## config.mk

```make
export PLATFORM = sky130hd
export DESIGN_NAME = piece_drop_ctrl
export DESIGN_NICKNAME = d
export VERILOG_FILES = /design/src/rtl/connect4_pkg.sv /design/src/rtl/piece_drop_ctrl.sv
export SDC_FILE = /design/constraint.sdc
export NUM_CORES = 1
export LEC_CHECK = 0
export ABC_CLOCK_PERIOD_IN_PS = 3400
export BUFFER_PORTS_ARGS = -buffer_cell sky130_fd_sc_hd__buf_2
export CAP_MARGIN = 20
export CORE_MARGIN = 1
export CORE_UTILIZATION = 30
export DETAILED_ROUTE_END_ITERATION = 16
export PLACE_DENSITY_LB_ADDON = 0.1
export SLEW_MARGIN = 5
export SYNTH_ARGS = -nofsm -noshare
export SYNTH_HDL_FRONTEND = slang
export SYNTH_SLANG_ARGS = --single-unit
```

## constraint.sdc

```tcl
create_clock -name clk -period 3.4 [get_ports clk]
set_input_delay 0.17 -clock clk [delete_from_list [all_inputs] [get_ports clk]]
set_output_delay 0.17 -clock clk [all_outputs]
set_load 0.03 [all_outputs]
```

## src/rtl/connect4_pkg.sv

```systemverilog
// Shared Connect-4 board constants, payload types and the drop-controller
// state encoding.
package connect4_pkg;

  localparam int unsigned NUM_COLS    = 7;
  localparam int unsigned NUM_ROWS    = 6;
  localparam int unsigned BOARD_CELLS = NUM_COLS * NUM_ROWS;
  localparam int unsigned COL_W       = 3;
  localparam int unsigned CNT_W       = 6;

  typedef logic [COL_W-1:0]    col_t;
  typedef logic [NUM_ROWS-1:0] onoff_t;
  typedef logic [CNT_W-1:0]    cnt_t;

  typedef enum logic [2:0] {
    IDLE   = 3'd0,
    CHECK  = 3'd1,
    PLACE  = 3'd2,
    EMIT   = 3'd3,
    REJECT = 3'd4
  } drop_state_t;

endpackage

```

## src/rtl/piece_drop_ctrl.sv

```systemverilog
// piece_drop_ctrl: owns per-column thermometer occupancy of the 7x6 board,
// accepts drop requests, rejects full/out-of-range columns and emits a
// one-cycle drop_valid with the column's new onoff word for the VGA row decode.
//
// Ports:
//   clk, reset          system clock, synchronous active-high reset
//   drop_req, drop_col  drop request and target column (sampled in IDLE only)
//   drop_ready          high while idle and able to accept a request
//   drop_valid          one-cycle pulse, piece placed (onoff_val/vga_col/piece_player valid)
//   drop_reject         one-cycle pulse, request refused
//   onoff_val, vga_col, piece_player  last placed column data (held)
//   cur_player          player to move (0 = P1, 1 = P2)
//   board_full          all cells occupied
//   undo_req, undo_valid  only with PIECE_DROP_UNDO_EN: one-deep undo of last drop
//
// Optional feature macro: PIECE_DROP_UNDO_EN
module piece_drop_ctrl
  import connect4_pkg::*;
(
  input  logic                clk,
  input  logic                reset,
  input  logic                drop_req,
  input  logic [COL_W-1:0]    drop_col,
  output logic                drop_ready,
  output logic                drop_valid,
  output logic                drop_reject,
  output logic [NUM_ROWS-1:0] onoff_val,
  output logic [COL_W-1:0]    vga_col,
  output logic                piece_player,
  output logic                cur_player,
  output logic                board_full
`ifdef PIECE_DROP_UNDO_EN
  ,
  input  logic                undo_req,
  output logic                undo_valid
`endif
);

  drop_state_t state_q, state_d;
  col_t        col_q, col_d;
  onoff_t      occ_q [NUM_COLS];
  onoff_t      occ_d [NUM_COLS];
  cnt_t        count_q, count_d;
  logic        cur_player_q, cur_player_d;
  logic        drop_ready_q, drop_ready_d;
  logic        drop_valid_q, drop_valid_d;
  logic        drop_reject_q, drop_reject_d;
  onoff_t      onoff_val_q, onoff_val_d;
  col_t        vga_col_q, vga_col_d;
  logic        piece_player_q, piece_player_d;
  logic        board_full_q, board_full_d;

  onoff_t      sel_occ;
  logic        col_ok;

`ifdef PIECE_DROP_UNDO_EN
  logic        hist_valid_q, hist_valid_d;
  col_t        hist_col_q, hist_col_d;
  logic        undo_valid_q, undo_valid_d;
  onoff_t      hist_occ;
`endif

  // Occupancy word of the latched column (zero when the column is out of range).
  always_comb begin
    sel_occ = '0;
    col_ok  = 1'b0;
    for (int i = 0; i < NUM_COLS; i++) begin
      if (col_q == COL_W'(i)) begin
        sel_occ = occ_q[i];
        col_ok  = 1'b1;
      end
    end
  end

`ifdef PIECE_DROP_UNDO_EN
  // Occupancy word of the column recorded in the undo history.
  always_comb begin
    hist_occ = '0;
    for (int i = 0; i < NUM_COLS; i++) begin
      if (hist_col_q == COL_W'(i)) hist_occ = occ_q[i];
    end
  end
`endif

  // Next-state and output logic.
  always_comb begin
    state_d        = state_q;
    col_d          = col_q;
    occ_d          = occ_q;
    count_d        = count_q;
    cur_player_d   = cur_player_q;
    drop_valid_d   = 1'b0;
    drop_reject_d  = 1'b0;
    onoff_val_d    = onoff_val_q;
    vga_col_d      = vga_col_q;
    piece_player_d = piece_player_q;
`ifdef PIECE_DROP_UNDO_EN
    hist_valid_d   = hist_valid_q;
    hist_col_d     = hist_col_q;
    undo_valid_d   = 1'b0;
`endif

    unique case (state_q)
      IDLE: begin
        if (drop_req) begin
          col_d   = drop_col;
          state_d = CHECK;
        end
`ifdef PIECE_DROP_UNDO_EN
        else if (undo_req && hist_valid_q) begin
          // Undo completes in place: the board shrinks and undo_valid pulses next cycle.
          for (int i = 0; i < NUM_COLS; i++) begin
            if (hist_col_q == COL_W'(i)) occ_d[i] = occ_q[i] >> 1;
          end
          onoff_val_d  = hist_occ >> 1;
          vga_col_d    = hist_col_q;
          count_d      = count_q - CNT_W'(1);
          cur_player_d = ~cur_player_q;
          undo_valid_d = 1'b1;
          hist_valid_d = 1'b0;
        end
`endif
      end
      CHECK: begin
        if (!col_ok || sel_occ[NUM_ROWS-1] || board_full_q) state_d = REJECT;
        else                                                state_d = PLACE;
      end
      PLACE: begin
        for (int i = 0; i < NUM_COLS; i++) begin
          if (col_q == COL_W'(i)) occ_d[i] = {occ_q[i][NUM_ROWS-2:0], 1'b1};
        end
        if (count_q < CNT_W'(BOARD_CELLS)) count_d = count_q + CNT_W'(1);
        // Output payload is registered here so it is live during EMIT.
        drop_valid_d   = 1'b1;
        onoff_val_d    = {sel_occ[NUM_ROWS-2:0], 1'b1};
        vga_col_d      = col_q;
        piece_player_d = cur_player_q;
`ifdef PIECE_DROP_UNDO_EN
        hist_valid_d   = 1'b1;
        hist_col_d     = col_q;
`endif
        state_d        = EMIT;
      end
      EMIT: begin
        cur_player_d = ~cur_player_q;
        state_d      = IDLE;
      end
      REJECT: begin
        // Pulse lands one cycle later so both outcomes share the same latency.
        drop_reject_d = 1'b1;
        state_d       = IDLE;
      end
      default: state_d = IDLE;
    endcase

    drop_ready_d = (state_d == IDLE);
    board_full_d = (count_d == CNT_W'(BOARD_CELLS));
  end

  // State and output registers.
  always_ff @(posedge clk) begin
    if (reset) begin
      state_q        <= IDLE;
      col_q          <= '0;
      for (int i = 0; i < NUM_COLS; i++) occ_q[i] <= '0;
      count_q        <= '0;
      cur_player_q   <= 1'b0;
      drop_ready_q   <= 1'b1;
      drop_valid_q   <= 1'b0;
      drop_reject_q  <= 1'b0;
      onoff_val_q    <= '0;
      vga_col_q      <= '0;
      piece_player_q <= 1'b0;
      board_full_q   <= 1'b0;
`ifdef PIECE_DROP_UNDO_EN
      hist_valid_q   <= 1'b0;
      hist_col_q     <= '0;
      undo_valid_q   <= 1'b0;
`endif
    end else begin
      state_q        <= state_d;
      col_q          <= col_d;
      occ_q          <= occ_d;
      count_q        <= count_d;
      cur_player_q   <= cur_player_d;
      drop_ready_q   <= drop_ready_d;
      drop_valid_q   <= drop_valid_d;
      drop_reject_q  <= drop_reject_d;
      onoff_val_q    <= onoff_val_d;
      vga_col_q      <= vga_col_d;
      piece_player_q <= piece_player_d;
      board_full_q   <= board_full_d;
`ifdef PIECE_DROP_UNDO_EN
      hist_valid_q   <= hist_valid_d;
      hist_col_q     <= hist_col_d;
      undo_valid_q   <= undo_valid_d;
`endif
    end
  end

  assign drop_ready   = drop_ready_q;
  assign drop_valid   = drop_valid_q;
  assign drop_reject  = drop_reject_q;
  assign onoff_val    = onoff_val_q;
  assign vga_col      = vga_col_q;
  assign piece_player = piece_player_q;
  assign cur_player   = cur_player_q;
  assign board_full   = board_full_q;
`ifdef PIECE_DROP_UNDO_EN
  assign undo_valid   = undo_valid_q;
`endif

endmodule

```

==> qor.csv <==
metric;value;unit
status;finished clean;
syn_area;2890;sq um
diodes;0;
cts_resized;0;
fp.dieW;100;um
grt_pass1_vias;2169;
synth.avg_cell_area;8.98;sq um
synth_edf_count;0;
cts_buffers;9;
holdPathStages;2;
clkTransAtPathRegs;0.07;ns
relSlewSlack;32.6;%
hold_buffers;0;
drv_cap;0;
via_per_inst;4.81;
fin_crit_sh;62.8;%
tritoncts;built;
power_density;489;nW/um^2
cts_buffer_depth;2;
ys_warn_count;0;
final_cell_mix;69 x dfxtp_1, 43 x nand2_1, 41 x nor2_1;
place_hpwl;4.64;mm
rows;35;
netlist_instances;322;
post_cts_buffers;0;
start_util;31.1;%
clkLatencyLatePin;0.34;ns
rsz0062_at_grt;false;
drive_above_1_share;15.0;%
syn_nets;329;
yosys.cell_types.count;42;
synth_ff_type;dfxtp_1;
path_max_fanout;20;
end_kind;flop;
vdd_ir_drop_max;0.165;mV
routabilityCongestion;0.764;
h-tree-depth;3;
async_flop_share;0;%
setup_tns;0;ns
postLayoutCoreUtil;35.0;%
r2r.worst_path.cells;4;
power;1.59;mW
core_area;9280;sq um
overflow;0;
hold_slack;0.0443;ns
ys_seq_area_share;47.8;%
stdcell_area;3250;sq um
num_vias;2258;
syn2layout_area_growth;12.3;%
drc_errors;0;
die_h;100;um
finalHoldViolCount;0;
synth-seq-cells;69;
cts_sinks;69;
drt-total-wl;6.88;mm
arrival;2.39;ns
grt_max_degree;61;
path_class;reg -> reg;
clock.fmax;0.468;GHz
num-nets-final;342;
antenna_left;0;
grt_pass1_wl;11.6;mm
final_common_cell;dfxtp_1;
start_kind;flop;
final.fill_count;997;
critPathRequiredTime;3.65;ns
setup_violations;0;
die_area;10000;sq um
tightest_slew;0.996;ns
portBuffers;20;
seq_area;1380;sq um
wire_per_inst;14.7;um
clockRootBuffer;clkbuf_8;
firstDrtPassIters;4;
maxSlewViolCount;0;
drt_iter0_markers;77;
fin_skew;0.0104;ns
gr-usage-all-layers;15.3;%
placed_cell_area;3080;sq um
antenna_found_initial;0;
post-route-min-period;2.14;ns
p_leak;1.15;nW
io_pins;21;
holdCritPathClass;in -> reg;
multiInputGateArea;1390;sq um
-- cells in the mapped netlist, types with 2 or more instances --
cell type / instances / share of area (%)
nor2_1: 41 / 5.3
xor2_1: 4 / 1.2
nand3_1: 19 / 3.3
nand4_1: 2 / 0.43
inv_1: 3 / 0.39
mux2i_1: 14 / 4.8
and3_1: 3 / 0.65
mux4_2: 5 / 3.9
nor3_1: 2 / 0.35
o21ai_0: 7 / 1.2
dfxtp_1: 69 / 48
nand2b_1: 3 / 0.65
nor4b_1: 2 / 0.61
o211ai_1: 2 / 0.52
nor2b_1: 9 / 1.9
or3_1: 2 / 0.43
a311oi_1: 4 / 1.2
a22o_1: 8 / 2.4
buf_2: 8 / 1.4
clkbuf_1: 12 / 1.6
buf_4: 2 / 0.52
nand2_1: 43 / 5.6
nor4b_2: 2 / 1.0
a21oi_1: 35 / 6.1
a31oi_1: 4 / 0.87
-- flip-flops by register name (all words and copies together), names as in the netlist, 3 cells and up --
signal / cells
occ_q: 42
count_q: 6
onoff_val: 6
col_q: 3
state_q: 3
vga_col: 3
-- critical path, cell delays in order (launching register included) --
cell and delay, ns:
dfxtp_1 0.79, nor2b_1 0.55, and3_1 0.37, nand2_1 0.10, a311oi_1 0.24
-- per-layer routing --
layer	vias to the layer above	track usage [%]	share of wire (%)
li1	1157	-	-
met1	1052	20.4	50
met2	45	24.0	45
met3	4	4.46	3.7
met4	0	4.79	0.76
met5	-	0	0
-- cells by family (layout without fill, tap and decap cells) --
family / after synthesis / after routing / share of synthesized area (%)
simple gates: 135 / 135 / 22.8
flops: 69 / 69 / 47.8
compound gates: 66 / 66 / 14.0
buf+inv: 26 / 44 / 4.24
mux: 21 / 21 / 9.52
xor+xnor: 4 / 4 / 1.21
fa+ha+maj: 1 / 1 / 0.433
-- worst paths after layout --
path                      startpoint                         to  slack, ns
min reg2reg  vga_col[0]$_SDFFE_PP0P_    vga_col[0]$_SDFFE_PP0P_       0.45
max            col_q[1]$_SDFFE_PP0P_  onoff_val[4]$_SDFFE_PP0P_       1.26
min                            reset      drop_valid$_SDFF_PP0_       0.04
max reg2reg    col_q[1]$_SDFFE_PP0P_  onoff_val[4]$_SDFFE_PP0P_       1.26
-- metrics by stage --
stage,cells,setup WS (ns)
6_report,469,1.26
3_5_place_dp,453,1.23
5_1_grt,469,1.01
2_1_floorplan,322,1.91
3_3_place_gp,453,1.34
4_1_cts,469,1.24
-- report_power, final --
group	internal (mW)	switching [mW]	total, mW	leakage [nW]
combinational	0.0493	0.0940	0.143	0.500
sequential	0.826	0.0289	0.855	0.558
clock	0.283	0.308	0.591	0.0901
total	1.16	0.431	1.59	1.15
-- cell type report --
class / count / share of cell area [%]
multi-input cells: 227 / 42.7
flip-flops and latches: 69 / 42.5
well taps: 129 / 4.97
clock buffers: 12 / 4.47
repair buffers: 25 / 4.24
clock inverters: 4 / 0.732
inverters: 3 / 0.347
Note: power is estimated with default switching activity, not from simulation.
